===== config.mk =====
export PLATFORM = sky130hd
export DESIGN_NAME = router_link_monitor
export DESIGN_NICKNAME = d
export VERILOG_FILES = /design/src/rtl/router_mon_pkg.sv /design/src/rtl/router_link_monitor_ch.sv /design/src/rtl/router_link_monitor.sv
export SDC_FILE = /design/constraint.sdc
export NUM_CORES = 1
export LEC_CHECK = 0
export BUFFER_PORTS_ARGS = -buffer_cell sky130_fd_sc_hd__buf_4
export CORE_MARGIN = 8
export CORE_UTILIZATION = 50
export DETAILED_ROUTE_END_ITERATION = 8
export PLACE_DENSITY = 0.72
export SKIP_LAST_GASP = 1
export SLEW_MARGIN = 20
export SYNTH_ARGS = -nofsm -noshare
export SYNTH_HDL_FRONTEND = slang
export SYNTH_SLANG_ARGS = --single-unit

===== constraint.sdc =====
create_clock -name clock -period 1.85 [get_ports clock]
set_input_delay 0.185 -clock clock [delete_from_list [all_inputs] [get_ports clock]]
set_output_delay 0.185 -clock clock [all_outputs]
set_load 0.03 [all_outputs]

===== src/rtl/router_mon_pkg.sv =====
// Shared types and constants for the HeMPS router link monitor.
package router_mon_pkg;

    // Flit width used across the HeMPS tile (hemps_defaults).
    localparam int HEMPS_FLIT_WIDTH = 16;

    typedef enum logic [1:0] {
        IDLE    = 2'd0,
        SIZE    = 2'd1,
        PAYLOAD = 2'd2
    } mon_state_e;

    localparam int ERR_HOLD    = 0;
    localparam int ERR_SIZE    = 1;
    localparam int ERR_TIMEOUT = 2;
    localparam int ERR_W       = 3;

    typedef logic [ERR_W-1:0] err_vec_t;

endpackage


===== src/rtl/router_link_monitor_ch.sv =====
// One monitored link: packet framing FSM, idle counter and sticky error flags.
// Optional statistics counters under ROUTER_MON_STATS_EN.
module router_link_monitor_ch
    import router_mon_pkg::*;
#(
    parameter int FLIT_WIDTH   = HEMPS_FLIT_WIDTH,
    parameter int MAX_PKT_SIZE = 128,
    parameter int TIMEOUT      = 1024
) (
    input  logic                  clock,
    input  logic                  reset,
    input  logic                  rx,
    input  logic [FLIT_WIDTH-1:0] data_in,
    input  logic                  credit,
    input  logic                  err_clr,
    output logic [ERR_W-1:0]      err,
    output logic                  busy
`ifdef ROUTER_MON_STATS_EN
    ,
    output logic [31:0]           flit_cnt,
    output logic [31:0]           pkt_cnt
`endif
);

    localparam int CNT_W = (TIMEOUT > 0) ? $clog2(TIMEOUT + 1) : 1;
    localparam logic [CNT_W-1:0]      CNT_MAX = '1;
    localparam logic [CNT_W-1:0]      TO_LAST = CNT_W'(TIMEOUT - 1);
    localparam logic [FLIT_WIDTH-1:0] MAX_SZ  = FLIT_WIDTH'(MAX_PKT_SIZE);
    localparam logic [FLIT_WIDTH-1:0] ONE     = FLIT_WIDTH'(1);

    mon_state_e            state_q, state_d;
    logic [FLIT_WIDTH-1:0] rem_q, rem_d;
    logic [CNT_W-1:0]      idle_q, idle_d;
    logic [FLIT_WIDTH-1:0] prev_q, prev_d;
    logic                  stall_q, stall_d;
    err_vec_t              err_q, err_d;
    err_vec_t              set;
    logic                  xfer;

    assign xfer = rx & credit;

    always_comb begin
        state_d = state_q;
        rem_d   = rem_q;
        idle_d  = idle_q;
        set     = '0;
        stall_d = rx & ~credit;
        prev_d  = data_in;

        // A stalled flit must be held: neither retracted nor altered.
        if (stall_q && (!rx || data_in != prev_q))
            set[ERR_HOLD] = 1'b1;

        if (xfer) begin
            idle_d = '0;
            case (state_q)
                IDLE: state_d = SIZE;
                SIZE: begin
                    rem_d = data_in;
                    if (data_in > MAX_SZ)
                        set[ERR_SIZE] = 1'b1;
                    state_d = (data_in == '0) ? IDLE : PAYLOAD;
                end
                PAYLOAD: begin
                    rem_d = rem_q - ONE;
                    if (rem_q == ONE)
                        state_d = IDLE;
                end
                default: state_d = IDLE;
            endcase
        end else if (state_q == IDLE) begin
            idle_d = '0;
        end else if (TIMEOUT != 0 && idle_q == TO_LAST) begin
            // This edge brings the idle count to TIMEOUT: abandon the packet.
            set[ERR_TIMEOUT] = 1'b1;
            state_d          = IDLE;
            idle_d           = '0;
        end else if (idle_q != CNT_MAX) begin
            idle_d = idle_q + 1'b1;
        end

        err_d = (err_q & ~{ERR_W{err_clr}}) | set;
    end

    always_ff @(posedge clock or negedge reset) begin
        if (!reset) begin
            state_q <= IDLE;
            rem_q   <= '0;
            idle_q  <= '0;
            prev_q  <= '0;
            stall_q <= 1'b0;
            err_q   <= '0;
        end else begin
            state_q <= state_d;
            rem_q   <= rem_d;
            idle_q  <= idle_d;
            prev_q  <= prev_d;
            stall_q <= stall_d;
            err_q   <= err_d;
        end
    end

    assign err  = err_q;
    assign busy = (state_q != IDLE);

`ifdef ROUTER_MON_STATS_EN
    logic [31:0] flit_q, flit_d;
    logic [31:0] pkt_q, pkt_d;
    logic        pkt_done;

    // Normal end of packet only; timeout returns are not counted.
    assign pkt_done = xfer && ((state_q == SIZE && data_in == '0) ||
                               (state_q == PAYLOAD && rem_q == ONE));

    always_comb begin
        flit_d = flit_q + {31'd0, xfer};
        pkt_d  = pkt_q + {31'd0, pkt_done};
    end

    always_ff @(posedge clock or negedge reset) begin
        if (!reset) begin
            flit_q <= '0;
            pkt_q  <= '0;
        end else begin
            flit_q <= flit_d;
            pkt_q  <= pkt_d;
        end
    end

    assign flit_cnt = flit_q;
    assign pkt_cnt  = pkt_q;
`endif

endmodule


===== src/rtl/router_link_monitor.sv =====
// Passive monitor for NPORT credit-based router links with a registered irq.
// Define ROUTER_MON_STATS_EN to add per-channel flit/packet counters.
module router_link_monitor
    import router_mon_pkg::*;
#(
    parameter int NPORT        = 5,
    parameter int FLIT_WIDTH   = HEMPS_FLIT_WIDTH,
    parameter int MAX_PKT_SIZE = 128,
    parameter int TIMEOUT      = 1024
) (
    input  logic                                clock,
    input  logic                                reset,
    input  logic [NPORT-1:0]                    rx,
    input  logic [NPORT-1:0][FLIT_WIDTH-1:0]    data_in,
    input  logic [NPORT-1:0]                    credit,
    input  logic [NPORT-1:0]                    err_clr,
    output logic [NPORT-1:0][ERR_W-1:0]         err,
    output logic [NPORT-1:0]                    busy,
    output logic                                irq
`ifdef ROUTER_MON_STATS_EN
    ,
    output logic [NPORT-1:0][31:0]              flit_cnt,
    output logic [NPORT-1:0][31:0]              pkt_cnt
`endif
);

    logic irq_q, irq_d;

    for (genvar g = 0; g < NPORT; g++) begin : g_ch
        router_link_monitor_ch #(
            .FLIT_WIDTH   (FLIT_WIDTH),
            .MAX_PKT_SIZE (MAX_PKT_SIZE),
            .TIMEOUT      (TIMEOUT)
        ) u_ch (
            .clock    (clock),
            .reset    (reset),
            .rx       (rx[g]),
            .data_in  (data_in[g]),
            .credit   (credit[g]),
            .err_clr  (err_clr[g]),
            .err      (err[g]),
            .busy     (busy[g])
`ifdef ROUTER_MON_STATS_EN
            ,
            .flit_cnt (flit_cnt[g]),
            .pkt_cnt  (pkt_cnt[g])
`endif
        );
    end

    always_comb irq_d = |err;

    always_ff @(posedge clock or negedge reset) begin
        if (!reset) irq_q <= 1'b0;
        else        irq_q <= irq_d;
    end

    assign irq = irq_q;

endmodule


==> results of run 1 <==
## sequential cells by signal, summed over array words and instances, names as in the netlist
name	flops
g_ch.u_ch.err	15
g_ch.u_ch.idle_q	55
g_ch.u_ch.prev_q	80
g_ch.u_ch.rem_q	80
g_ch.u_ch.stall_q	5
g_ch.u_ch.state_q	10
irq	1
## logic make-up (layout without fill, tap and decap cells)
| kind of cell | count (synthesis) | after routing | synth area share (%) |
|---|---|---|---|
| AND/OR/NAND/NOR | 471 | 471 | 19.89 |
| AO/OA/AOI/OAI | 351 | 351 | 17.73 |
| flip-flops | 246 | 246 | 48.46 |
| buffers and inverters | 113 | 383 | 3.487 |
| XOR/XNOR | 84 | 84 | 5.792 |
| adder cells (fa/ha/maj) | 30 | 30 | 2.955 |
| multiplexers | 21 | 21 | 1.684 |
## worst max-delay path: cells and delay by family (launching register included)
kind	cells	cell delay (ns)
DFF	1	0.37
and+or+nand+nor	4	1.50
## worst paths after layout
| check | from | slack [ns] | endpoint |
|---|---|---|---|
| max | g_ch[0].u_ch.rem_q[10] | -0.08 | g_ch[0].u_ch.rem_q[15] |
| min | rx[2] | 0.04 | g_ch[2].u_ch.err[1] |
| max reg2reg | g_ch[0].u_ch.rem_q[10] | -0.08 | g_ch[0].u_ch.rem_q[15] |
| min reg2reg | g_ch[2].u_ch.idle_q[9] | 0.52 | g_ch[2].u_ch.idle_q[9] |
| max in group asynchronous | reset | 1.07 | g_ch[3].u_ch.rem_q[1] |
| min in group asynchronous | reset | 0.18 | g_ch[4].u_ch.prev_q[5] |
## through the flow
stage	setup TNS [ns]	instance area (sq um)	hold WS, ns
finish	-0.08458	16390	0.04298
global route	-0.2508	16390	0.04413
CTS	-0.04561	16250	0.02788
detailed placement	-0.2298	14310	0.1288
global placement	-0.1432	14310	0.1235
floorplan	-0.1538	12720	-0.1106
## cells in the mapped netlist (all sizes together), types with 8 or more instances
master / instances
and3: 39
a2bb2oi: 16
o21ai: 61
or4: 12
o22ai: 21
ha: 30
inv: 54
a21oi: 103
o211ai: 16
xor2: 11
clkbuf: 51
a211oi: 12
o22a: 14
a31oi: 43
nand2b: 14
or3: 14
nand3: 64
mux2i: 18
and2: 11
nor3: 33
nor2b: 8
xnor2: 73
nand4: 48
nor4: 41
dfrtp: 246
nand2: 81
or2: 8
nor2: 73
## repair_timing
item	CTS	global route
gates resized for setup	4	31
setup endpoints to repair	6	31
hold buffers	97	0
pin swaps	6	6
buffers inserted	1	3
hold endpoints to repair	358	0
## area by class of cell
class                      instances  area, sq um
inverter                          55        207.7
clock inverter                    13        200.2
sequential                       246         6157
multi-input combinational        957         6254
clock buffer                      36        749.5
fill                            1989         8645
tap                              330        412.9
timing repair buffer             279         2411
## power groups by stage
stage	Combinational, mW	Clock, mW	Sequential, mW
2_1_floorplan	3.96	0	7.76
3_3_place_gp	5.87	0	7.88
3_5_place_dp	6.05	0	7.93
4_1_cts	6.25	5.83	7.86
5_1_grt	7.09	6.09	8.15
6_report	6.40	5.72	7.96
## routing by layer
metal / GRT usage [%] / vias up / part of all wire [%]
met4: 5.334 / 0 / 2.5
met2: 35.64 / 308 / 47
li1: - / 5414 / -
met1: 29.40 / 5547 / 46
met3: 3.114 / 71 / 4.8
met5: 0 / - / 0
==> reports/results.tsv, run 1 <==
stage	metric	value	unit
synthesis	ys.flop_type	dfrtp_1	
placed_design	dp.final_hpwl	22740	um
sta	min_period	1.935	ns
detailed_routing	drt-pass1-iter-count	5	
grt	grt_pass1_wl	56260	um
grt	grt_usage	21.55	%
placed_design	place.gp.congestion	0.8691	
pwr	leakage	6.869	nW
pwr	peakVddDrop	0.8762	mV
cts	clkSlewWorstSetupHoldPaths	0.06	ns
grt	grt_pass1_vias	11110	
synthesis	synthDistinctLibCells	61	
floorplan	io_pins	118	
cts	cts_tree	built	
floorplan	die_h	175.4	um
critical_path	startpoint_type	flip-flop	
pwr	comb_power_share	31.9	%
cts	h-tree-depth	1	
synthesis	syn_area	12700	sq um
critical_path	endpoint_kind	flip-flop	
pwr	power_frac_clock	28.5	%
critical_path	cpPeakStageDelay	0.55	ns
grt	gr-total-overflow	0	
hold_path	hp-class	in2reg	
critical_path	cp_common_cell	or4_4	
finish	final_nets	1693	
synthesis	syn_area_per_cell	9.652	sq um
sta	slew-limit-headroom	59.53	%
grt	antenna_found_initial	0	
detailed_routing	route.detailed.drc	0	
cts	cts-root-buf	clkbuf_16	
finish	final_util	65.47	%
critical_path	worst-setup-path-type	reg2reg	
finish	stdcell_count	1916	
synthesis	yosysWarnings	0	
sta	skew	0.006374	ns
grt	grt_max_degree	51	
finish	antenna_cells	0	
critical_path	crit_fanout	3	
run	maxCapViolCount	0	
finish	mostFrequentLayoutCells	245 x dfrtp_1, 175 x buf_4, 103 x a21oi_1	
critical_path	critPathArrivalTime	2.39	ns
status	violations	negative setup slack	
synthesis	yosysTopAreaCell	dfrtp_1	
pwr	seq_power_share	39.6	%
synthesis	yosys.area.top_type_share	48.46	%
detailed_routing	postRouteAntennaNets	0	
synthesis	seq_area_frac_synth	48.46	%
placed_design	placed_cells	1766	
sta	fmax	516.9	MHz
pwr	finalPower	20.08	mW
synthesis	synth_nets	1443	
synthesis	synthCells	1316	
finish	drive_gt1_share	17.78	%
sta	finalMaxSlewViolations	0	
sta	tightest_slew	0.5918	ns
pwr	internal-power	12.97	mW
cts	cts_buffers	27	
floorplan	num_rows	58	
sta	period_share	104.6	%
critical_path	rr_worst_depth	4	
synthesis	synth_area_leaders	dfrtp_1 48%, xnor2_1 5.0%, a21oi_1 4.1%	
synthesis	synthArstFlopShare	100.0	%
pwr	power-per-cell-area	1225	nW/um^2
cts	insertion_delay	0.52	ns
floorplan	die_w	175.4	um
cts	cts_sinks	246	
floorplan	start_util	50.73	%
placed_design	preCtsSetupSlack	-0.1352	ns
finish	layout_commonest_cell	dfrtp_1	
placed_design	portBuffers	117	
cts	clock_path_buffers	3	
critical_path	crit_chain	or4_4 > or4_4 > or4_4 > nand3_2	
detailed_routing	viasPerCell	5.919	
sta	setup_violations	1	
synthesis	synth_edf_count	0	
sta	rsz0062_at_grt	true	
sta	finalHoldViolCount	0	
sta	worst_slack	-0.08458	ns
critical_path	cp_slowest_cell	or4_4	
detailed_routing	vias	11340	
detailed_routing	drt_iter0_markers	1087	
status	outcome	finished with violations	
detailed_routing	routedWlPerCell	17.50	um
floorplan	dieArea	30760	sq um
finish	area_growth	29.05	%
detailed_routing	wl	33540	um
floorplan	coreArea	25040	sq um
pwr	swShare	35.41	%
hold_path	holdPathStages	3	
pwr	p_switching	7.110	mW
synthesis	ys_seq_elements	246	
critical_path	required	2.31	ns
Power figures use the tool's default switching activity.
==> run 2: changes to the inputs <==
==> constraint.sdc (replaced) <==
create_clock -name clock -period 1.85 [get_ports clock]
set_input_delay 0.555 -clock clock [delete_from_list [all_inputs] [get_ports clock]]
set_output_delay 0.555 -clock clock [all_outputs]
set_load 0.03 [all_outputs]
==> run 2 against run 1 <==
Effect of this change:
- the flow still finishes with violations (negative setup slack)
- total power is 3.0% higher
- routed wire length down 2.5%
- clock-buffer cell count unchanged
- hold slack better by 0.11 ns
- sequential share of layout area up 1.2 points
- critical path type unchanged
- highest routed layer unchanged
==> reports/results.tsv, run 2 (same netlist as run 1, synthesis figures left out) <==
stage	metric	value	unit	change
sta	slew-limit-headroom	56.90	%	-2.6 points
pwr	peakVddDrop	0.7798	mV	-11%
critical_path	rr_worst_depth	4		unchanged
finish	layout_commonest_cell	dfrtp_1		
floorplan	dieArea	30760	sq um	unchanged
detailed_routing	drt_iter0_markers	1025		-5.7%
pwr	swShare	35.63	%	+0.22 points
placed_design	portBuffers	117		unchanged
critical_path	crit_fanout	3		unchanged
detailed_routing	viasPerCell	5.910		-0.15%
floorplan	die_h	175.4	um	unchanged
sta	tightest_slew	0.6302	ns	+0.03835 ns
pwr	power-per-cell-area	1302	nW/um^2	+6.3%
status	violations	negative setup slack		
finish	antenna_cells	0		unchanged
pwr	leakage	6.670	nW	-2.9%
cts	clkSlewWorstSetupHoldPaths	0.06	ns	about the same
cts	cts_tree	built		
sta	worst_slack	-0.05405	ns	+0.03053 ns
floorplan	num_rows	58		unchanged
critical_path	startpoint_type	flip-flop		
detailed_routing	vias	10990		-3.1%
critical_path	critPathArrivalTime	2.37	ns	-0.02 ns
status	outcome	finished with violations		
pwr	seq_power_share	38.9	%	-0.7 points
detailed_routing	route.detailed.drc	0		unchanged
critical_path	endpoint_kind	flip-flop		
pwr	power_frac_clock	27.0	%	-1.5 points
cts	cts-root-buf	clkbuf_16		
finish	mostFrequentLayoutCells	245 x dfrtp_1, 209 x buf_4, 103 x a21oi_1		
floorplan	coreArea	25040	sq um	unchanged
sta	holdWs	0.1564	ns	+0.1134 ns
floorplan	io_pins	118		unchanged
critical_path	required	2.32	ns	about the same
sta	setup_violations	6		+5
grt	grt_usage	20.58	%	-0.96 points
cts	cts_buffers	27		unchanged
finish	final_nets	1638		-3.2%
sta	min_period	1.904	ns	-0.03053 ns
cts	insertion_delay	0.54	ns	+0.02 ns
detailed_routing	wl	32690	um	-2.5%
cts	clock_path_buffers	3		unchanged
sta	skew	0.01142	ns	+0.005045 ns
grt	grt_max_degree	63		+24%
sta	finalMaxSlewViolations	0		unchanged
grt	antenna_found_initial	0		unchanged
pwr	p_switching	7.367	mW	+3.6%
run	maxCapViolCount	0		unchanged
finish	final_util	63.43	%	-2.0 points
grt	grt_pass1_vias	10770		-3.0%
detailed_routing	routedWlPerCell	17.57	um	+0.39%
finish	area_growth	25.02	%	
finish	drive_gt1_share	22.35	%	+4.6 points
critical_path	worst-setup-path-type	reg2reg		
detailed_routing	postRouteAntennaNets	0		unchanged
grt	grt_pass1_wl	53840	um	-4.3%
pwr	comb_power_share	34.1	%	+2.2 points
finish	top_regs	g_ch.u_ch.prev_q x80, g_ch.u_ch.rem_q x80, g_ch.u_ch.idle_q x55		
floorplan	die_w	175.4	um	unchanged
hold_path	holdPathStages	1		-2
detailed_routing	drt-pass1-iter-count	5		unchanged
placed_design	dp.final_hpwl	23010	um	+1.2%
hold_path	hp-class	in2reg		
cts	cts_sinks	246		unchanged
sta	finalHoldViolCount	0		unchanged
sta	rsz0062_at_grt	true		
grt	gr-total-overflow	0		unchanged
sta	fmax	525.2	MHz	+1.6%
cts	h-tree-depth	1		unchanged
placed_design	place.gp.congestion	0.8650		-0.47%
floorplan	start_util	50.73	%	unchanged
pwr	internal-power	13.31	mW	+2.6%
sta	period_share	102.9	%	-1.7 points
-- run 2: worst paths after layout --
| kind | start | to | slack (ns) |
|---|---|---|---|
| worst max-delay path | g_ch[0].u_ch.rem_q[10] | g_ch[0].u_ch.rem_q[15] | -0.05 |
| worst min-delay path | data_in[6] | g_ch[0].u_ch.prev_q[6] | 0.16 |
| worst max register to register | g_ch[0].u_ch.rem_q[10] | g_ch[0].u_ch.rem_q[15] | -0.05 |
| worst min register to register | g_ch[2].u_ch.idle_q[9] | g_ch[2].u_ch.idle_q[9] | 0.50 |
| max in group asynchronous | reset | g_ch[1].u_ch.prev_q[4] | 0.74 |
| min in group asynchronous | reset | g_ch[4].u_ch.prev_q[0] | 0.48 |
-- run 2: through the flow --
step           std cells  setup TNS (ns)  cell area (sq um)  total power, mW  worst slack (ns)
3_5_place_dp        1776         -0.1761              14390            14.06           -0.1171
5_1_grt             1860         -0.5564              15880            21.96           -0.1001
2_1_floorplan       1316         -0.1538              12720            11.72           -0.1036
4_1_cts             1845         -0.2676              15590            20.27          -0.05651
3_3_place_gp        1776         -0.1175              14390            13.83           -0.1001
6_report            1860         -0.2565              15880            20.68          -0.05405
-- run 2: worst max-delay path: stages, from the launching register on --
cell and delay (ns):
dfrtp_1 0.38, or4_4 0.55, or4_4 0.43, or4_1 0.40, nand3_1 0.08
-- run 2: area by class of cell --
type	count	area (sq um)
Timing Repair Buffer	224	1797
Multi-Input combinational cell	957	6354
Tap cell	330	412.9
Fill cell	2032	9156
Clock inverter	12	152.6
Sequential cell	246	6157
Inverter	55	217.7
Clock buffer	36	789.5
-- run 2: routing by layer --
layer  routed length [um]  vias up  track usage [%]  part of all wire [%]
li1                     -     5293                -                     -
met1                14980     5345            28.26                    46
met2                15320      300            33.30                    47
met3                 1703       54            3.264                   5.2
met4                  678        0            5.793                   2.1
met5                    0        -                0                     0
-- run 2: repair_timing --
item,4_1_cts,5_1_grt
pin swaps,11,10
resized for setup,35,37
hold buffers,1,0
hold endpoints to repair,28,0
setup buffers,20,15
setup endpoints to repair,11,39
-- run 2: power groups by stage --
stage	sequential, mW	clock [mW]	combinational [mW]
after floorplan	7.76	0	3.96
after global placement	7.89	0	5.93
after CTS	7.89	5.72	6.66
final	8.04	5.59	7.05
after detailed placement	7.97	0	6.09
after global routing	8.22	5.94	7.80
==> run 3: changes to the inputs <==
- CORE_ASPECT_RATIO: unset -> 1.5
==> run 3 against run 2 <==
Effect of this change:
- the flow still finishes with violations (negative setup slack)
- largest cell class unchanged
- clock power is 7.9% lower
- sequential share of layout area increased by 0.26 points
- via count is 0.62% higher
- first-iteration DRC count down 41%
- critical endpoint unchanged
==> reports/results.tsv, run 3 (same netlist as run 1, synthesis figures left out) <==
stage	metric	value	unit	change
status	outcome	finished with violations		
status	violations	negative setup slack		
grt	gr-total-overflow	0		unchanged
finish	register_area	6161	sq um	about the same
detailed_routing	drt-pass1-iter-count	5		unchanged
grt	grt_usage	20.81	%	+0.22 points
cts	cts_sinks	246		unchanged
finish	top_regs	g_ch.u_ch.prev_q x80, g_ch.u_ch.rem_q x80, g_ch.u_ch.idle_q x55		
finish	fillers	2083		+2.5%
floorplan	die_h	211.2	um	+20%
floorplan	dieArea	30870	sq um	+0.35%
sta	slew-limit-headroom	59.61	%	+2.7 points
pwr	peakVddDrop	1.074	mV	+38%
critical_path	crit_chain	or4_4 > or4_4 > or4_1 > nand3_2		
floorplan	io_pins	118		unchanged
run	maxCapViolCount	0		unchanged
sta	fmax	521.8	MHz	-0.64%
sta	worst_slack	-0.06635	ns	-0.01231 ns
placed_design	placed_cells	1779		+0.17%
cts	cts-root-buf	clkbuf_16		
pwr	power-per-cell-area	1284	nW/um^2	-1.3%
pwr	leakage	6.643	nW	-0.40%
floorplan	die_w	146.1	um	-17%
critical_path	worst-setup-path-type	reg2reg		
critical_path	critPathArrivalTime	2.36	ns	about the same
finish	drive_gt1_share	22.29	%	-0.058 points
finish	mostFrequentLayoutCells	242 x dfrtp_1, 219 x buf_4, 103 x a21oi_1		
detailed_routing	drt_iter0_markers	606		-41%
cts	cts_tree	built		
sta	rsz0062_at_grt	true		
sta	finalMaxSlewViolations	0		unchanged
critical_path	path_buf_inv	0		unchanged
sta	skew	0.01666	ns	+0.005243 ns
placed_design	dp.final_hpwl	23830	um	+3.6%
cts	clkSlewWorstSetupHoldPaths	0.06	ns	about the same
cts	insertion_delay	0.52	ns	-0.02 ns
placed_design	place.gp.congestion	0.8940		+3.4%
floorplan	num_rows	71		+22%
sta	period_share	103.6	%	+0.67 points
critical_path	endpoint_kind	flip-flop		
sta	min_period	1.916	ns	+0.01231 ns
finish	final_nets	1644		+0.37%
critical_path	required	2.30	ns	-0.02 ns
critical_path	cp_slowest_cell	or4_4		
finish	final_util	63.01	%	-0.42 points
detailed_routing	route.detailed.drc	0		unchanged
critical_path	cp_top_family	simple AND/OR/NAND/NOR gates		
sta	tightest_slew	0.5906	ns	-0.03958 ns
critical_path	startpoint_type	flip-flop		
cts	cts_buffers	25		-7.4%
finish	antenna_cells	0		unchanged
critical_path	cp_common_cell	or4_4		
pwr	finalPower	20.27	mW	-1.9%
sta	setup_violations	6		unchanged
detailed_routing	routedWlPerCell	17.74	um	+0.96%
floorplan	start_util	50.70	%	about the same
grt	antenna_found_initial	0		unchanged
finish	layout_commonest_cell	dfrtp_1		
sta	finalHoldViolCount	0		unchanged
cts	h-tree-depth	1		unchanged
hold_path	hp-class	in2reg		
detailed_routing	postRouteAntennaNets	0		unchanged
critical_path	cpPeakStageDelay	0.53	ns	-0.02 ns
grt	grt_max_degree	52		-17%
floorplan	coreArea	25050	sq um	about the same
placed_design	portBuffers	117		unchanged
sta	tns	-0.1823	ns	+0.07419 ns
grt	grt_pass1_vias	11210		+4.0%
finish	multi_input_area	6312	sq um	-0.65%
detailed_routing	viasPerCell	5.940		+0.51%
finish	stdcell_count	1862		+0.11%
critical_path	crit_fanout	3		unchanged
cts	clock_path_buffers	3		unchanged
finish	area_growth	24.26	%	
grt	grt_pass1_wl	54230	um	+0.73%
detailed_routing	wl	33040	um	+1.1%
detailed_routing	vias	11060		+0.62%
[run 3: per-layer routing]
| metal | GRT usage (%) | up-vias | share of wire, % |
|---|---|---|---|
| li1 | - | 5298 | - |
| met4 | 7.451 | 0 | 2.9 |
| met5 | 0 | - | 0 |
| met2 | 38.52 | 284 | 52 |
| met1 | 23.80 | 5417 | 40 |
| met3 | 3.195 | 61 | 4.9 |
[run 3: layout make-up]
class	instances	area share, %
clock buffers	34	4.431
clock inverters	10	0.8720
inverters	55	1.379
multi-input cells	957	39.99
flip-flops and latches	246	39.03
well taps	328	2.600
repair buffers	232	11.69
[run 3: path summary, 6_finish.rpt]
kind / endpoint / depth (start not counted) / startpoint / slack, ns
max in group asynchronous: g_ch[1].u_ch.rem_q[1] / 3 / reset / 0.77
min in group asynchronous: g_ch[4].u_ch.prev_q[1] / 2 / reset / 0.47
worst min register to register: g_ch[0].u_ch.rem_q[1] / 2 / g_ch[0].u_ch.rem_q[1] / 0.50
worst max-delay path: g_ch[0].u_ch.rem_q[15] / 4 / g_ch[0].u_ch.rem_q[8] / -0.07
worst max register to register: g_ch[0].u_ch.rem_q[15] / 4 / g_ch[0].u_ch.rem_q[8] / -0.07
worst min-delay path: g_ch[4].u_ch.prev_q[4] / 1 / data_in[68] / 0.17
[run 3: repair_timing]
action | 4_1_cts | 5_1_grt
setup buffers | 24 | 14
hold buffers | 1 | 0
resized for setup | 36 | 31
pin swaps | 7 | 6
cloned | 0 | 0
setup endpoints to repair | 8 | 37
hold endpoints to repair | 17 | 0
[run 3: per-stage QoR]
stage | hold WS (ns) | area, sq um | worst slack (ns)
2_1_floorplan | 0.2594 | 12720 | -0.1036
4_1_cts | 0.1510 | 15550 | -0.06133
5_1_grt | 0.1581 | 15780 | -0.1021
3_3_place_gp | 0.4101 | 14430 | -0.1027
6_report | 0.1743 | 15780 | -0.06635
3_5_place_dp | 0.4105 | 14430 | -0.1364
[run 3: where the power goes]
group	leakage, nW	switching (mW)	internal, mW
Sequential	3.00	1.36	6.59
Combinational	3.24	3.78	3.39
Clock	0.406	2.08	3.06
Total	6.64	7.22	13.1
